--- config.mk ---
export PLATFORM = sky130hd
export DESIGN_NAME = video_stream_monitor
export DESIGN_NICKNAME = d
export VERILOG_FILES = /design/src/rtl/video_stream_monitor.sv
export SDC_FILE = /design/constraint.sdc
export NUM_CORES = 1
export LEC_CHECK = 0
export ABC_CLOCK_PERIOD_IN_PS = 8100
export CAP_MARGIN = 5
export CORE_ASPECT_RATIO = 1.4
export CORE_MARGIN = 2
export CORE_UTILIZATION = 38
export CTS_CLUSTER_SIZE = 28
export DETAILED_ROUTE_END_ITERATION = 10
export GPL_TIMING_DRIVEN = 0
export PLACE_DENSITY = 0.71
export SYNTH_ARGS = -nofsm -noshare
export SYNTH_HDL_FRONTEND = slang
export SYNTH_SLANG_ARGS = --single-unit
--- constraint.sdc ---
create_clock -name tpclk -period 8.1 [get_ports tpclk]
set_input_delay 2.025 -clock tpclk [delete_from_list [all_inputs] [get_ports tpclk]]
set_output_delay 2.025 -clock tpclk [all_outputs]
set_load 0.02 [all_outputs]
--- src/rtl/video_stream_monitor.sv ---
// Pixel-stream monitor on the tpclk domain: pixel coordinates, measured frame geometry,
// fps, per-frame checksum, sticky geometry errors and a lock indication for bring-up.
//
//   state    | meaning
//   ---------+----------------------------------------------------------
//   WAIT_SOF | after reset; de ignored until the first start of frame
//   FRAME    | counting pixels/lines; each SOF closes the running frame

module video_stream_monitor #(
  parameter int DW          = 16,
  parameter int CW          = 16,
  parameter int IW          = 1280,
  parameter int IH          = 720,
  parameter int CLK_HZ      = 70000000,
  parameter int VS_POL      = 1,
  parameter int LOCK_FRAMES = 4
) (
  input  logic          tpclk,
  input  logic          rst,
  input  logic          vs,
  input  logic          de,
  input  logic [DW-1:0] data,
  input  logic          clr_err,
  output logic [CW-1:0] hcnt,
  output logic [CW-1:0] vcnt,
  output logic [CW-1:0] meas_w,
  output logic [CW-1:0] meas_h,
  output logic [7:0]    fps,
  output logic [15:0]   frame_cnt,
  output logic [15:0]   checksum,
  output logic          frame_done,
  output logic          err_w,
  output logic          err_h,
  output logic          locked
);

  localparam logic            VS_ACT   = (VS_POL != 0);
  localparam int              WIN_W    = (CLK_HZ > 1) ? $clog2(CLK_HZ) : 1;
  localparam logic [WIN_W-1:0] WIN_LAST = WIN_W'(CLK_HZ - 1);
  localparam logic [CW-1:0]   CNT_MAX  = '1;
  localparam logic [CW-1:0]   IW_C     = CW'(IW);
  localparam logic [CW-1:0]   IH_C     = CW'(IH);
  localparam int              LW       = (LOCK_FRAMES > 0) ? $clog2(LOCK_FRAMES + 1) : 1;
  localparam logic [LW-1:0]   LOCK_C   = LW'(LOCK_FRAMES);

  typedef enum logic {WAIT_SOF, FRAME} state_t;

  state_t           state;
  logic             vs_r, vs_q, de_r, de_q;
  logic [DW-1:0]    d_r;
  logic [15:0]      d16;
  logic [15:0]      acc;
  logic             frame_bad;
  logic [LW-1:0]    good_cnt, good_nxt;
  logic [WIN_W-1:0] win_cnt;
  logic [7:0]       sof_cnt, sof_cnt_inc;
  logic             sof, eol;
  logic [CW-1:0]    hcnt_inc, vcnt_inc, vcnt_close;
  logic             line_bad, height_bad, frame_good;

  // Checksum is mod 2^16: wider pixels lose their upper bits, narrower ones are zero-extended.
  generate
    if (DW >= 16) begin : g_trunc
      assign d16 = d_r[15:0];
    end else begin : g_ext
      assign d16 = {{(16-DW){1'b0}}, d_r};
    end
  endgenerate

  assign sof         = (vs_r == VS_ACT) && (vs_q != VS_ACT);
  assign eol         = de_q && !de_r;
  assign hcnt_inc    = (hcnt == CNT_MAX) ? hcnt : hcnt + CW'(1);
  assign vcnt_inc    = (vcnt == CNT_MAX) ? vcnt : vcnt + CW'(1);
  assign sof_cnt_inc = (sof_cnt == 8'hFF) ? sof_cnt : sof_cnt + 8'd1;

  // A line ending in the same cycle as SOF still belongs to the closing frame.
  assign line_bad    = (state == FRAME) && eol && (hcnt != IW_C);
  assign vcnt_close  = eol ? vcnt_inc : vcnt;
  assign height_bad  = (vcnt_close != IH_C);
  assign frame_good  = !frame_bad && !line_bad && !height_bad;

  always_comb begin
    good_nxt = good_cnt;
    if (state == FRAME) begin
      if (sof) begin
        if (frame_good) good_nxt = (good_cnt == LOCK_C) ? good_cnt : good_cnt + LW'(1);
        else            good_nxt = '0;
      end else if (line_bad) begin
        good_nxt = '0;
      end
    end
  end

  always_ff @(posedge tpclk) begin
    if (rst) begin
      state      <= WAIT_SOF;
      vs_r       <= 1'b0;
      vs_q       <= 1'b0;
      de_r       <= 1'b0;
      de_q       <= 1'b0;
      d_r        <= '0;
      acc        <= '0;
      frame_bad  <= 1'b0;
      good_cnt   <= '0;
      win_cnt    <= WIN_LAST;
      sof_cnt    <= '0;
      hcnt       <= '0;
      vcnt       <= '0;
      meas_w     <= '0;
      meas_h     <= '0;
      fps        <= '0;
      frame_cnt  <= '0;
      checksum   <= '0;
      frame_done <= 1'b0;
      err_w      <= 1'b0;
      err_h      <= 1'b0;
      locked     <= 1'b0;
    end else begin
      vs_r       <= vs;
      vs_q       <= vs_r;
      de_r       <= de;
      de_q       <= de_r;
      d_r        <= data;
      frame_done <= 1'b0;
      good_cnt   <= good_nxt;
      locked     <= (good_nxt == LOCK_C);

      // fps window: an SOF on the terminal-count cycle belongs to the ending window.
      if (win_cnt == '0) begin
        win_cnt <= WIN_LAST;
        fps     <= sof ? sof_cnt_inc : sof_cnt;
        sof_cnt <= '0;
      end else begin
        win_cnt <= win_cnt - WIN_W'(1);
        if (sof) sof_cnt <= sof_cnt_inc;
      end

      // Error sets further down override this clear.
      if (clr_err) begin
        err_w <= 1'b0;
        err_h <= 1'b0;
      end

      case (state)
        WAIT_SOF: begin
          if (sof) begin
            state     <= FRAME;
            hcnt      <= '0;
            vcnt      <= '0;
            acc       <= '0;
            frame_bad <= 1'b0;
          end
        end
        FRAME: begin
          if (de_r) begin
            hcnt <= hcnt_inc;
            acc  <= acc + d16;
          end
          if (eol) begin
            meas_w <= hcnt;
            hcnt   <= '0;
            vcnt   <= vcnt_inc;
            if (line_bad) begin
              err_w     <= 1'b1;
              frame_bad <= 1'b1;
            end
          end
          // An open line at SOF is simply discarded with the counters.
          if (sof) begin
            meas_h     <= vcnt_close;
            checksum   <= acc;
            frame_cnt  <= frame_cnt + 16'd1;
            frame_done <= 1'b1;
            if (height_bad) err_h <= 1'b1;
            hcnt       <= '0;
            vcnt       <= '0;
            acc        <= '0;
            frame_bad  <= 1'b0;
          end
        end
        default: state <= WAIT_SOF;
      endcase
    end
  end

endmodule
==> impl_metrics.csv <==
group,metric,value,unit
detailed_routing,drc,0,
die,die_h,178,um
finish,multiInputGateArea,4240,um^2
finish,fillCellCount,2032,
timing,drv_slew,0,
global_route,grt_pass1_wl,33.7,mm
logic_synthesis,ys_warn_count,0,
die,die_w,128,um
timing,fmax,272,MHz
critical_path,worst-setup-path-type,"flip-flop to output port",
clock_network,clk_latency,0.44,ns
critical_path,crit_fanout,6,
logic_synthesis,synth_ff_type,"dfxtp_1",
clock_network,cts_resized,0,
placement,io_buffers,127,
global_route,first_global_vias,6740,
logic_synthesis,synth_cell_types,62,
power,vdd_ir_drop_max,0.149,mV
run,cap_violations,0,
die,start_util,0.387,
logic_synthesis,synth_edf_count,0,
critical_path,crit_chain,"clkdlybuf4s50_1",
clock_network,clockRootBuffer,"clkbuf_16",
critical_path,cpPeakStageDelay,0.68,ns
detailed_routing,routed_wirelength,21.0,mm
timing,finalSetupViolCount,0,
logic_synthesis,synth_cells,981,
worst_hold_path,hold_class,"flip-flop to flip-flop",
critical_path,cp_top_family,"buffers and inverters",
die,ioPinCount,129,
placement,routabilityCongestion,0.904,
critical_path,cp.depth,1,
global_route,antenna_found_initial,0,
logic_synthesis,netlist_top_cells_count,"dfxtp_1 (184), nand2_1 (155), nor2_1 (128)",
logic_synthesis,synth.top_cell.area_share,0.449,
finish,drive_gt1_frac,0.0500,
logic_synthesis,ys_ff_latch,184,
global_route,grt_max_degree,17,
die,dieArea,22800,um^2
timing,min_period_over_period,0.454,
logic_synthesis,ys_seq_area_frac,0.449,
clock_network,clock_path_buffers,2,
timing,clock_skew,0.0196,ns
power,p_leak,3.61,nW
finish,syn2layout_area_growth,26.3,%
critical_path,slowest_stage,"clkdlybuf4s50_1",
worst_hold_path,whs_path_depth,1,
logic_synthesis,synth.most_common_cell,"dfxtp_1",
logic_synthesis,synth_nets,1026,
finish,final_nets,1172,
timing,worstMarginPinSlew,0.706,ns
critical_path,cp.buffers_inverters,1,
critical_path,worst_ep_required_time,6.08,ns
power,p_per_area,173,nW/um^2
detailed_routing,vias_per_cell,5.11,
clock_network,cts_buffers,17,
finish,fin_area,10400,um^2
global_route,gr-total-overflow,0,
detailed_routing,wl_per_cell,15.0,um
logic_synthesis,synth_area_leaders,"dfxtp_1 (45%), nand2_1 (7.1%), nor2_1 (5.9%)",
timing,min_period,3.68,ns
detailed_routing,drtIter0Drc,460,
logic_synthesis,synth_top_cell_by_area,"dfxtp_1",
status,status,"complete, no violations",
timing,fin_setup_tns,0,ns
logic_synthesis,synth.cell_area,8210,um^2
timing,hold_viol_final,0,
critical_path,ff2ff_setup_slack,4.98,ns
critical_path,setup.worst_path.start_class,"flip-flop",
placement,dp_hpwl,16.0,mm
critical_path,cp.arrival,1.65,ns
die,core-area,21200,um^2
detailed_routing,antenna_left,0,
global_route,gr-usage-all-layers,0.188,
timing,hold-worst-slack,0.394,ns
die,row_count,63,
finish,diodes,0,
timing,slew-limit-headroom,0.530,
placement,place_area,9810,um^2
timing,rsz0062_at_grt,"false",
clock_network,hold_buffers,0,
clock_network,cts_sinks,184,
logic_synthesis,syn_avg_cell_area,8.37,um^2
clock_network,post_cts_buffers,0,
logic_synthesis,ys_async_sr_fraction,0,
clock_network,cts_tree,"built",
critical_path,rr_worst_depth,10,
detailed_routing,vias,7142,
finish,regArea,3680,um^2
detailed_routing,dr.pass1.iters,5,
critical_path,crit_path_end_kind,"output port",
clock_network,clk_pin_slew,0.07,ns
clock_network,h-tree-depth,4,
-- final cells by class --
cell class	instances	area share
Timing Repair Buffer	127	0.123
Buffer	50	0.0214
Sequential cell	184	0.355
Clock inverter	13	0.0119
Inverter	18	0.00652
Tap cell	260	0.0314
Multi-Input combinational cell	729	0.409
Clock buffer	18	0.0424
-- path summary, 6_finish.rpt --
kind | endpoint | start
worst max register to register | locked$_SDFF_PP0_ | vcnt[0]$_SDFFE_PP0P_
worst max-delay path | hcnt[14] | hcnt[14]$_SDFFE_PP0P_
worst min register to register | win_cnt[0]$_SDFF_PP1_ | win_cnt[0]$_SDFF_PP1_
worst min-delay path | win_cnt[0]$_SDFF_PP1_ | win_cnt[0]$_SDFF_PP1_
-- routing by layer --
metal  up-vias  share of wire  GRT usage
met5         -              0          0
met4         0          0.031     0.0916
met3        44          0.038     0.0353
met2       157           0.51      0.336
met1      3297           0.42      0.215
li1       3644              -          -
-- cells in the final DEF (no fill, tap or decap), drive strengths merged, types with 13 or more instances in the layout --
cell type	synthesis	layout
dfxtp	184	184
nand2	156	156
nor2	128	128
clkdlybuf4s50	0	127
a21oi	85	85
clkbuf	32	50
xnor2	41	41
nand3	34	34
xor2	34	34
nor2b	27	27
ha	23	23
nor3	23	23
inv	18	21
o21ai	18	18
buf	18	18
and3	17	17
a211oi	16	16
nand4	14	14
a31oi	13	13
nor4	13	13
-- per-stage QoR --
step / std cells / power (mW) / utilization / setup slack (ns)
floorplan: 981 / 0.992 / - / 4.81
global placement: 1368 / 1.03 / 0.463 / 4.11
detailed placement: 1368 / 1.03 / 0.463 / 4.13
CTS: 1399 / 1.82 / 0.489 / 4.42
global route: 1399 / 1.87 / 0.489 / 4.40
finish: 1399 / 1.80 / 0.489 / 4.42
-- cell families after synthesis --
group                    after synthesis  synth area share
buffers and inverters                 68            0.0352
multiplexers                          11            0.0140
flip-flops                           184             0.449
AND/OR/NAND/NOR                      461             0.270
adder cells (fa/ha/maj)               24            0.0375
AO/OA/AOI/OAI                        158             0.114
XOR/XNOR                              75            0.0800
-- flip-flops by register name (all words and copies together) (netlist names), 3 cells and up --
signal,flops
acc,16
checksum,16
d16,16
fps,8
frame_cnt,16
good_cnt,3
hcnt,16
meas_h,16
meas_w,16
sof_cnt,8
vcnt,16
win_cnt,27
-- where the power goes --
group	switching (mW)	internal (mW)	total, mW
Sequential	0.00696	0.915	0.922
Combinational	0.0526	0.0320	0.0847
Clock	0.359	0.433	0.792
Total	0.419	1.38	1.80
No activity file was read; power rests on OpenSTA's default activity.
